[src/rtl/uart_command_rx.sv]
`default_nettype none
// ============================================================================
// Module   : uart_command_rx
// Purpose  : 8N1 UART receiver (LSB first) for remote control of the
//            card-flip game. Received ASCII characters are decoded into
//            single-cycle button pulses. The raw byte stream, error strobes
//            and a saturating error counter are also exposed.
// Revision : 1.0 - initial release
// ----------------------------------------------------------------------------
// Ports
//   clk          in   system clock
//   reset        in   asynchronous, active-high reset
//   uart_rx      in   serial line, idle high, asynchronous to clk
//   up_pulse     out  one-cycle pulse on 'U'/'u'
//   down_pulse   out  one-cycle pulse on 'D'/'d'
//   left_pulse   out  one-cycle pulse on 'L'/'l'
//   right_pulse  out  one-cycle pulse on 'R'/'r'
//   select_pulse out  one-cycle pulse on 'S'/'s'/space
//   rx_data      out  last correctly framed byte
//   rx_valid     out  one-cycle strobe, rx_data updated
//   frame_err    out  one-cycle strobe, stop bit sampled low
//   cmd_err      out  one-cycle strobe, framed byte is not a command
//   err_count    out  saturating count of frame_err + cmd_err events
// ============================================================================
module uart_command_rx #(
  parameter int CLKS_PER_BIT = 868,
  parameter int SYNC_STAGES  = 2
) (
  input  logic       clk,
  input  logic       reset,
  input  logic       uart_rx,
  output logic       up_pulse,
  output logic       down_pulse,
  output logic       left_pulse,
  output logic       right_pulse,
  output logic       select_pulse,
  output logic [7:0] rx_data,
  output logic       rx_valid,
  output logic       frame_err,
  output logic       cmd_err,
  output logic [7:0] err_count
);

  localparam int                C_CNT_W     = $clog2(CLKS_PER_BIT);
  localparam logic [C_CNT_W-1:0] C_HALF_LAST = C_CNT_W'((CLKS_PER_BIT / 2) - 1);
  localparam logic [C_CNT_W-1:0] C_BIT_LAST  = C_CNT_W'(CLKS_PER_BIT - 1);

  typedef enum logic [2:0] {
    S_IDLE  = 3'd0,
    S_START = 3'd1,
    S_DATA  = 3'd2,
    S_STOP  = 3'd3,
    S_BREAK = 3'd4
  } state_t;

  // Input synchroniser; flops reset to the idle (high) line level so that
  // leaving reset never looks like a start edge.
  logic [SYNC_STAGES-1:0] sync_q;
  logic                   rx_s;
  logic                   rx_prev_q;

  always_ff @(posedge clk or posedge reset) begin
    if (reset) begin
      sync_q    <= '1;
      rx_prev_q <= 1'b1;
    end else begin
      sync_q    <= {sync_q[SYNC_STAGES-2:0], uart_rx};
      rx_prev_q <= rx_s;
    end
  end

  assign rx_s = sync_q[SYNC_STAGES-1];

  state_t               state_q,  state_d;
  logic [C_CNT_W-1:0]   baud_q,   baud_d;
  logic [2:0]           bit_q,    bit_d;
  logic [7:0]           shift_q,  shift_d;
  logic [7:0]           data_q,   data_d;
  logic                 valid_q,  valid_d;
  logic                 ferr_q,   ferr_d;
  logic                 cerr_q,   cerr_d;
  logic                 up_q,     up_d;
  logic                 down_q,   down_d;
  logic                 left_q,   left_d;
  logic                 right_q,  right_d;
  logic                 sel_q,    sel_d;
  logic [7:0]           err_q,    err_d;

  always_comb begin
    state_d = state_q;
    baud_d  = baud_q + C_CNT_W'(1);
    bit_d   = bit_q;
    shift_d = shift_q;
    data_d  = data_q;
    valid_d = 1'b0;
    ferr_d  = 1'b0;
    cerr_d  = 1'b0;
    up_d    = 1'b0;
    down_d  = 1'b0;
    left_d  = 1'b0;
    right_d = 1'b0;
    sel_d   = 1'b0;
    err_d   = err_q;

    case (state_q)
      S_IDLE: begin
        // Counter held at zero so it starts from 0 the cycle after the edge.
        baud_d = '0;
        if (rx_prev_q && !rx_s) begin
          state_d = S_START;
        end
      end

      S_START: begin
        if (baud_q == C_HALF_LAST) begin
          baud_d = '0;
          if (rx_s) begin
            state_d = S_IDLE;
          end else begin
            state_d = S_DATA;
            bit_d   = 3'd0;
          end
        end
      end

      S_DATA: begin
        if (baud_q == C_BIT_LAST) begin
          baud_d  = '0;
          // Shift in from the top: after eight samples the first bit
          // received sits in bit 0 (LSB-first line order).
          shift_d = {rx_s, shift_q[7:1]};
          if (bit_q == 3'd7) begin
            state_d = S_STOP;
          end else begin
            bit_d = bit_q + 3'd1;
          end
        end
      end

      S_STOP: begin
        if (baud_q == C_BIT_LAST) begin
          baud_d = '0;
          if (rx_s) begin
            // Return to IDLE at mid-stop so a start bit that immediately
            // follows the stop bit is caught.
            state_d = S_IDLE;
            valid_d = 1'b1;
            data_d  = shift_q;
            case (shift_q)
              8'h55, 8'h75:        up_d    = 1'b1;
              8'h44, 8'h64:        down_d  = 1'b1;
              8'h4C, 8'h6C:        left_d  = 1'b1;
              8'h52, 8'h72:        right_d = 1'b1;
              8'h53, 8'h73, 8'h20: sel_d   = 1'b1;
              8'h0D, 8'h0A:        ;
              default:             cerr_d  = 1'b1;
            endcase
          end else begin
            ferr_d  = 1'b1;
            state_d = S_BREAK;
          end
        end
      end

      S_BREAK: begin
        // A held-low line yields a single frame error; wait for idle level.
        baud_d = '0;
        if (rx_s) begin
          state_d = S_IDLE;
        end
      end

      default: begin
        state_d = S_IDLE;
        baud_d  = '0;
      end
    endcase

    if ((ferr_d || cerr_d) && (err_q != 8'hFF)) begin
      err_d = err_q + 8'd1;
    end
  end

  always_ff @(posedge clk or posedge reset) begin
    if (reset) begin
      state_q <= S_IDLE;
      baud_q  <= '0;
      bit_q   <= 3'd0;
      shift_q <= 8'h00;
      data_q  <= 8'h00;
      valid_q <= 1'b0;
      ferr_q  <= 1'b0;
      cerr_q  <= 1'b0;
      up_q    <= 1'b0;
      down_q  <= 1'b0;
      left_q  <= 1'b0;
      right_q <= 1'b0;
      sel_q   <= 1'b0;
      err_q   <= 8'h00;
    end else begin
      state_q <= state_d;
      baud_q  <= baud_d;
      bit_q   <= bit_d;
      shift_q <= shift_d;
      data_q  <= data_d;
      valid_q <= valid_d;
      ferr_q  <= ferr_d;
      cerr_q  <= cerr_d;
      up_q    <= up_d;
      down_q  <= down_d;
      left_q  <= left_d;
      right_q <= right_d;
      sel_q   <= sel_d;
      err_q   <= err_d;
    end
  end

  assign up_pulse     = up_q;
  assign down_pulse   = down_q;
  assign left_pulse   = left_q;
  assign right_pulse  = right_q;
  assign select_pulse = sel_q;
  assign rx_data      = data_q;
  assign rx_valid     = valid_q;
  assign frame_err    = ferr_q;
  assign cmd_err      = cerr_q;
  assign err_count    = err_q;

endmodule
`default_nettype wire

[config.mk]
export PLATFORM = sky130hd
export DESIGN_NAME = uart_command_rx
export DESIGN_NICKNAME = d
export VERILOG_FILES = /design/src/rtl/uart_command_rx.sv
export SDC_FILE = /design/constraint.sdc
export NUM_CORES = 1
export LEC_CHECK = 0
export ABC_AREA = 1
export BUFFER_PORTS_ARGS = -buffer_cell sky130_fd_sc_hd__buf_2
export CORE_ASPECT_RATIO = 2
export CORE_MARGIN = 5
export CORE_UTILIZATION = 33
export CTS_CLUSTER_DIAMETER = 50
export DETAILED_ROUTE_END_ITERATION = 6
export MAX_ROUTING_LAYER = met4
export REMOVE_ABC_BUFFERS = 1
export SYNTH_ARGS = -nofsm -noshare
export SYNTH_HDL_FRONTEND = slang
export SYNTH_SLANG_ARGS = --single-unit
[constraint.sdc]
create_clock -name clk -period 1.8 [get_ports clk]
set_clock_uncertainty 0.2 [all_clocks]
set_input_delay 0.36 -clock clk [delete_from_list [all_inputs] [get_ports clk]]
set_output_delay 0.36 -clock clk [all_outputs]
set_load 0.02 [all_outputs]
**Yosys cells after proc, flatten, opt, wreduce, memory -nomap -nowiden**

Index checks and enable logic that the tools add are counted.

- Bits in registers: 51
- Input bits: 3
- Logic and storage cells: 112

- Add/sub/neg operators: 3
- Eq/ne operators: 29
- Mux-type cells: 47
- Reductions and logical operators: 17

Operators with widths:

| kind | number |
|---|---|
| equality test 8 x 7 -> 1 bit (second input constant) | 10 |
| 2-to-1 mux 3 bit | 11 |
| 2-to-1 mux 1 bit | 30 |
| 2-to-1 mux 10 bit | 2 |
| one-hot mux 10 bit (2 select lines) | 1 |
| equality test 8 x 4 -> 1 bit (second input constant) | 2 |
| inequality test 2 bit (second input constant) | 8 |
| one-hot mux 3 bit (5 select lines) | 1 |
| OR reduction 13 bit | 1 |
| adder 10 x 1 -> 10 bit (second input constant) | 1 |
| equality test 10 bit (second input constant) | 1 |
| equality test 10 x 9 -> 1 bit (second input constant) | 1 |
| OR reduction 2 bit | 5 |
| adder 8 x 1 -> 8 bit (second input constant) | 1 |
| equality test 8 x 6 -> 1 bit (second input constant) | 1 |
| inequality test 8 bit (second input constant) | 1 |
| equality test 3 x 2 -> 1 bit (second input constant) | 2 |
| equality test 3 bit (second input constant) | 2 |
| one-hot mux 3 bit (2 select lines) | 1 |
| AND reduction 6 bit | 1 |
| AND reduction 5 bit | 1 |
| adder 3 x 1 -> 3 bit (second input constant) | 1 |
| equality test 3 x 1 -> 1 bit (second input constant) | 1 |
| logical NOT 3 bit | 1 |
| 8 further kinds | 9 |

**Logic depth before layout (Yosys ltp)**

- Word-level depth: 8
- Gate-level depth with buffers: 13

**Worst setup path after synthesis**

Ideal clock, no wire load.

- Kind: flip-flop to flip-flop
- Start: register baud_q[0]
- End: register baud_q[5]
- Library setup time: 0.123 ns
- Data arrival time: 1.487 ns
- Required time: 1.477 ns
- Slack: -0.010 ns
- Stages on the path, launching flop included: 8
- Period minus slack after synthesis: 1.810 ns
- Path through: dfrtp_1 ha_1 nand2_1 nor4_4 o21ai_1 nor2_2 buf_4 nor3_1

- Word-level cells in the longest chain between the ends: 3
- Elaborated cells between the ends (all ways): 6

RTL lines:

| item | RTL line | source |
|---|---|---|
| start, declared | 75 | `logic [C_CNT_W-1:0] baud_q, baud_d;` |
| start signal, assigned | 202 | `baud_q <= baud_d;` |
| adder 10 x 1 -> 10 bit, or another cell as far along | 91 | `baud_d = baud_q + C_CNT_W'(1);` |
| 2-to-1 mux 10 bit, on equally long branches | 127, 141, 115 |  |
| one-hot mux 10 bit (2 select lines) * | 105 | `case (state_q)` |
| net baud_d[5] | 75 |  |

The timed path passes the listed nets; every way through them passes the cells marked *.
A chain may end at the register's enable or synchronous reset.

**Final worst setup path**

- Start: register baud_q[1]
- End: register bit_q[1]

- Word-level cells in the longest chain between the ends: 3
- Elaborated cells between the ends (all ways): 5

RTL lines:

| item | RTL line | source |
|---|---|---|
| equality test 10 bit or equality test 10 x 9 -> 1 bit (tied branches) | 127, 115 |  |
| inequality test 2 bit (no line) | -- |  |
| AND reduction 5 bit (no line) * | -- |  |
| end signal, assigned | 203 | `bit_q <= bit_d;` |
| end, declared | 76 | `logic [2:0] bit_q, bit_d;` |

Mark *: on every way between the ends. The rest lies on a longest branch, timed or not.

==> results.py <==
metrics = {
    "power_and_ir_drop": {
        "peakVddDrop_uv": 535,
        "p_total_mw": 3.49,
        "power.density_nw_per_um2": 964,
        "power_leakage_nw": 1.79,
    },
    "clock_tree": {
        "h-tree-depth": 2,
        "cts_root_buf": "clkbuf_16",
        "cts_buffers": 5,
        "cts_tree": "done",
        "clockBufferDepth": 2,
        "clkSinkCount": 51,
        "clk_pin_slew_ns": 0.06,
        "clk_latency_ns": 0.29,
    },
    "routing": {
        "met3_length_um": 119,
        "dr_wl_met2_mm": 3.82,
        "via_per_inst": 4.72,
        "wire_per_inst_um": 13.0,
        "drt_pass1_iterations": 5,
        "wl_mm": 6.40,
        "via_count": 2318,
        "routed.top_layer": "met4",
        "ant_nets": 0,
        "drt-met1-wl_mm": 2.20,
        "drt-initial-drc-count": 77,
        "drc_errors": 0,
    },
    "logic_synthesis": {
        "yosys_warnings": 0,
        "synthMostInstantiatedCell": "nand2_1",
        "ys_ff_latch": 51,
        "synth_top_cell_area_share": 0.490,
        "synth-xor-area-share": 0.0321,
        "synth_compound_area_frac": 0.0653,
        "synthesis.area_um2": 2450,
        "ys_top_cells_by_count": "nand2_1 (75), dfrtp_1 (48), nor2_1 (47)",
        "synth_top_family_by_area": "simple AND/OR/NAND/NOR gates",
        "ys_seq_area_frac": 0.522,
        "synth_edf_count": 0,
        "synth_flop_cell": "dfrtp_1",
        "synth-simple-area-share": 0.285,
        "yosysUniqueCellTypes": 28,
        "avgSynthCellArea_um2": 8.12,
        "yosys-top-cells-area": "dfrtp_1 (49%), nand2_1 (11%), nor2_1 (7.2%), inv_1 (4.3%), dfstp_2 (3.2%)",
        "synth-adder-area-share": 0.0255,
        "synthMuxAreaShare": 0,
        "synthArstFlopShare": 1.00,
        "synth_top_area_cell": "dfrtp_1",
        "synth_cells": 302,
    },
    "placement": {
        "dp.cells": 462,
        "pre_cts_slack_ns": -0.199,
        "hpwl_mm": 4.49,
        "gp_congestion": 0.900,
        "port_buffers": 26,
    },
    "layout": {
        "nets": 406,
        "drive_above_1_share": 0.434,
        "antennaDiodeCount": 0,
        "syn_to_final_growth_pct": 47.7,
        "final_cells": 491,
    },
    "global_route": {
        "grt_max_degree": 24,
        "grt_pass1_wl_mm": 10.4,
        "gr-total-overflow": 0,
        "antenna_found_initial": 0,
        "track_usage": 0.144,
        "grt_pass1_vias": 2364,
    },
    "status": {
        "violations": "negative setup slack",
        "status": "finished with violations",
    },
    "timing": {
        "slew_violations": 0,
        "rsz0062_at_grt": "yes",
        "layout_setup_ws_ns": -0.176,
        "hold_viol": 0,
        "hold_slack_ns": 0.159,
        "setup_viol": 22,
        "period_minus_slack_ns": 1.98,
        "fmax_mhz": 506,
        "relSlewSlack": 0.746,
        "tightest_slew_ns": 0.379,
        "fin_crit_sh": 1.10,
    },
    "die": {
        "die_area_um2": 9360,
        "die_w_um": 71.0,
        "io_pins": 27,
        "core_um2": 7270,
        "rows": 44,
        "start_util": 0.338,
        "die_height_um": 132,
    },
    "worst_setup_path": {
        "crit_path_start_kind": "flip-flop",
        "worstPathRequired_ns": 1.78,
        "end_kind": "flip-flop",
        "worstSetupPathType": "reg -> reg",
        "cp.arrival_ns": 1.96,
        "path_max_fanout": 5,
    },
    "worst_hold_path": {
        "hold_class": "reg -> reg",
    },
    "run": {
        "drv_cap": 0,
    },
}
[through the flow]
| stage | TNS, ns | cell area, um^2 | util |
|---|---|---|---|
| after global routing | -3.47 | 3620 | 0.499 |
| after floorplan | -2.50 | 2430 | - |
| after detailed placement | -2.30 | 3040 | 0.418 |
| after global placement | -1.17 | 3040 | 0.418 |
| final | -1.24 | 3620 | 0.499 |
| after CTS | -0.681 | 3420 | 0.471 |
[placed cells by master (no fill, tap or decap), drive strengths merged]
cell type	netlist	routed
nor4	2	2
o21ai	25	25
nor2	48	48
a31oi	1	1
bufinv	0	1
dfstp	3	3
dlygate4sd3	0	2
nand3	15	15
xor2	4	4
ha	5	5
clkbuf	2	6
o21bai	1	1
xnor2	5	5
nor3	9	9
inv	41	41
a21oi	2	2
or2	1	1
buf	2	91
nand4	9	9
o211ai	1	1
nand2	78	78
dfrtp	48	48
clkinv	0	1
[what timing repair did]
action                                  4_1_cts  5_1_grt
hold endpoints to repair                      9        0
pin swaps                                     6        6
hold buffers                                  2        0
buffers inserted                              9        9
cloned                                        1        0
gates resized for setup                      39       31
endpoints found under the setup margin       23       34
[sequential cells by signal, summed over array words and instances (netlist names), 2 cells and up]
name	cells
state_q	3
sync_q	2
err_count	8
rx_data	8
shift_q	8
bit_q	3
baud_q	10
[kinds of logic after synthesis]
logic type / count (synthesis)
compound gates: 30
simple gates: 162
fa+ha+maj: 5
buf+inv: 45
flops: 51
xor+xnor: 9
[metal layers]
metal / global-route usage / vias up
li1: - / 1145
met1: 0.131 / 1121
met2: 0.271 / 34
met3: 0.0206 / 18
met4: 0.0847 / 0
met5: - / -
[path summary, 6_finish.rpt]
path                       slack [ns]   endpoint  cells after the start      start
setup reg to reg                -0.18   bit_q[1]                     12  baud_q[1]
hold reg to reg                  0.16  sync_q[1]                      0  sync_q[0]
hold / removal                   0.16  sync_q[1]                      0  sync_q[0]
max in group asynchronous        0.56  sync_q[1]                      4      reset
min in group asynchronous        0.35  baud_q[6]                      3      reset
setup / recovery                -0.18   bit_q[1]                     12  baud_q[1]
[where the power goes]
part	switching (mW)	leakage (nW)	internal [mW]
clock	0.406	0.0868	0.691
sequential	0.0645	0.692	1.23
combinational	0.594	1.01	0.504
[area by class of cell]
type                    instances  area (um^2)
inverters                      41          159
well taps                      92          115
clock inverters                 2         35.0
repair buffers                 93          677
clock buffers                   6          139
fillers                       709         3640
flip-flops and latches         51         1280
multi-input cells             206         1220
[worst max-delay path: stages, from the launching register on]
cell and delay (ns):
dfrtp_1 0.40, buf_6 0.13, inv_4 0.04, ha_4 0.12
inv_2 0.03, nor3_2 0.10, nand4_1 0.14, nand2_1 0.12
buf_4 0.11, o211ai_1 0.15, buf_4 0.20, nand2_2 0.06
o21ai_2 0.05
Note: power is estimated with default switching activity, not from simulation.
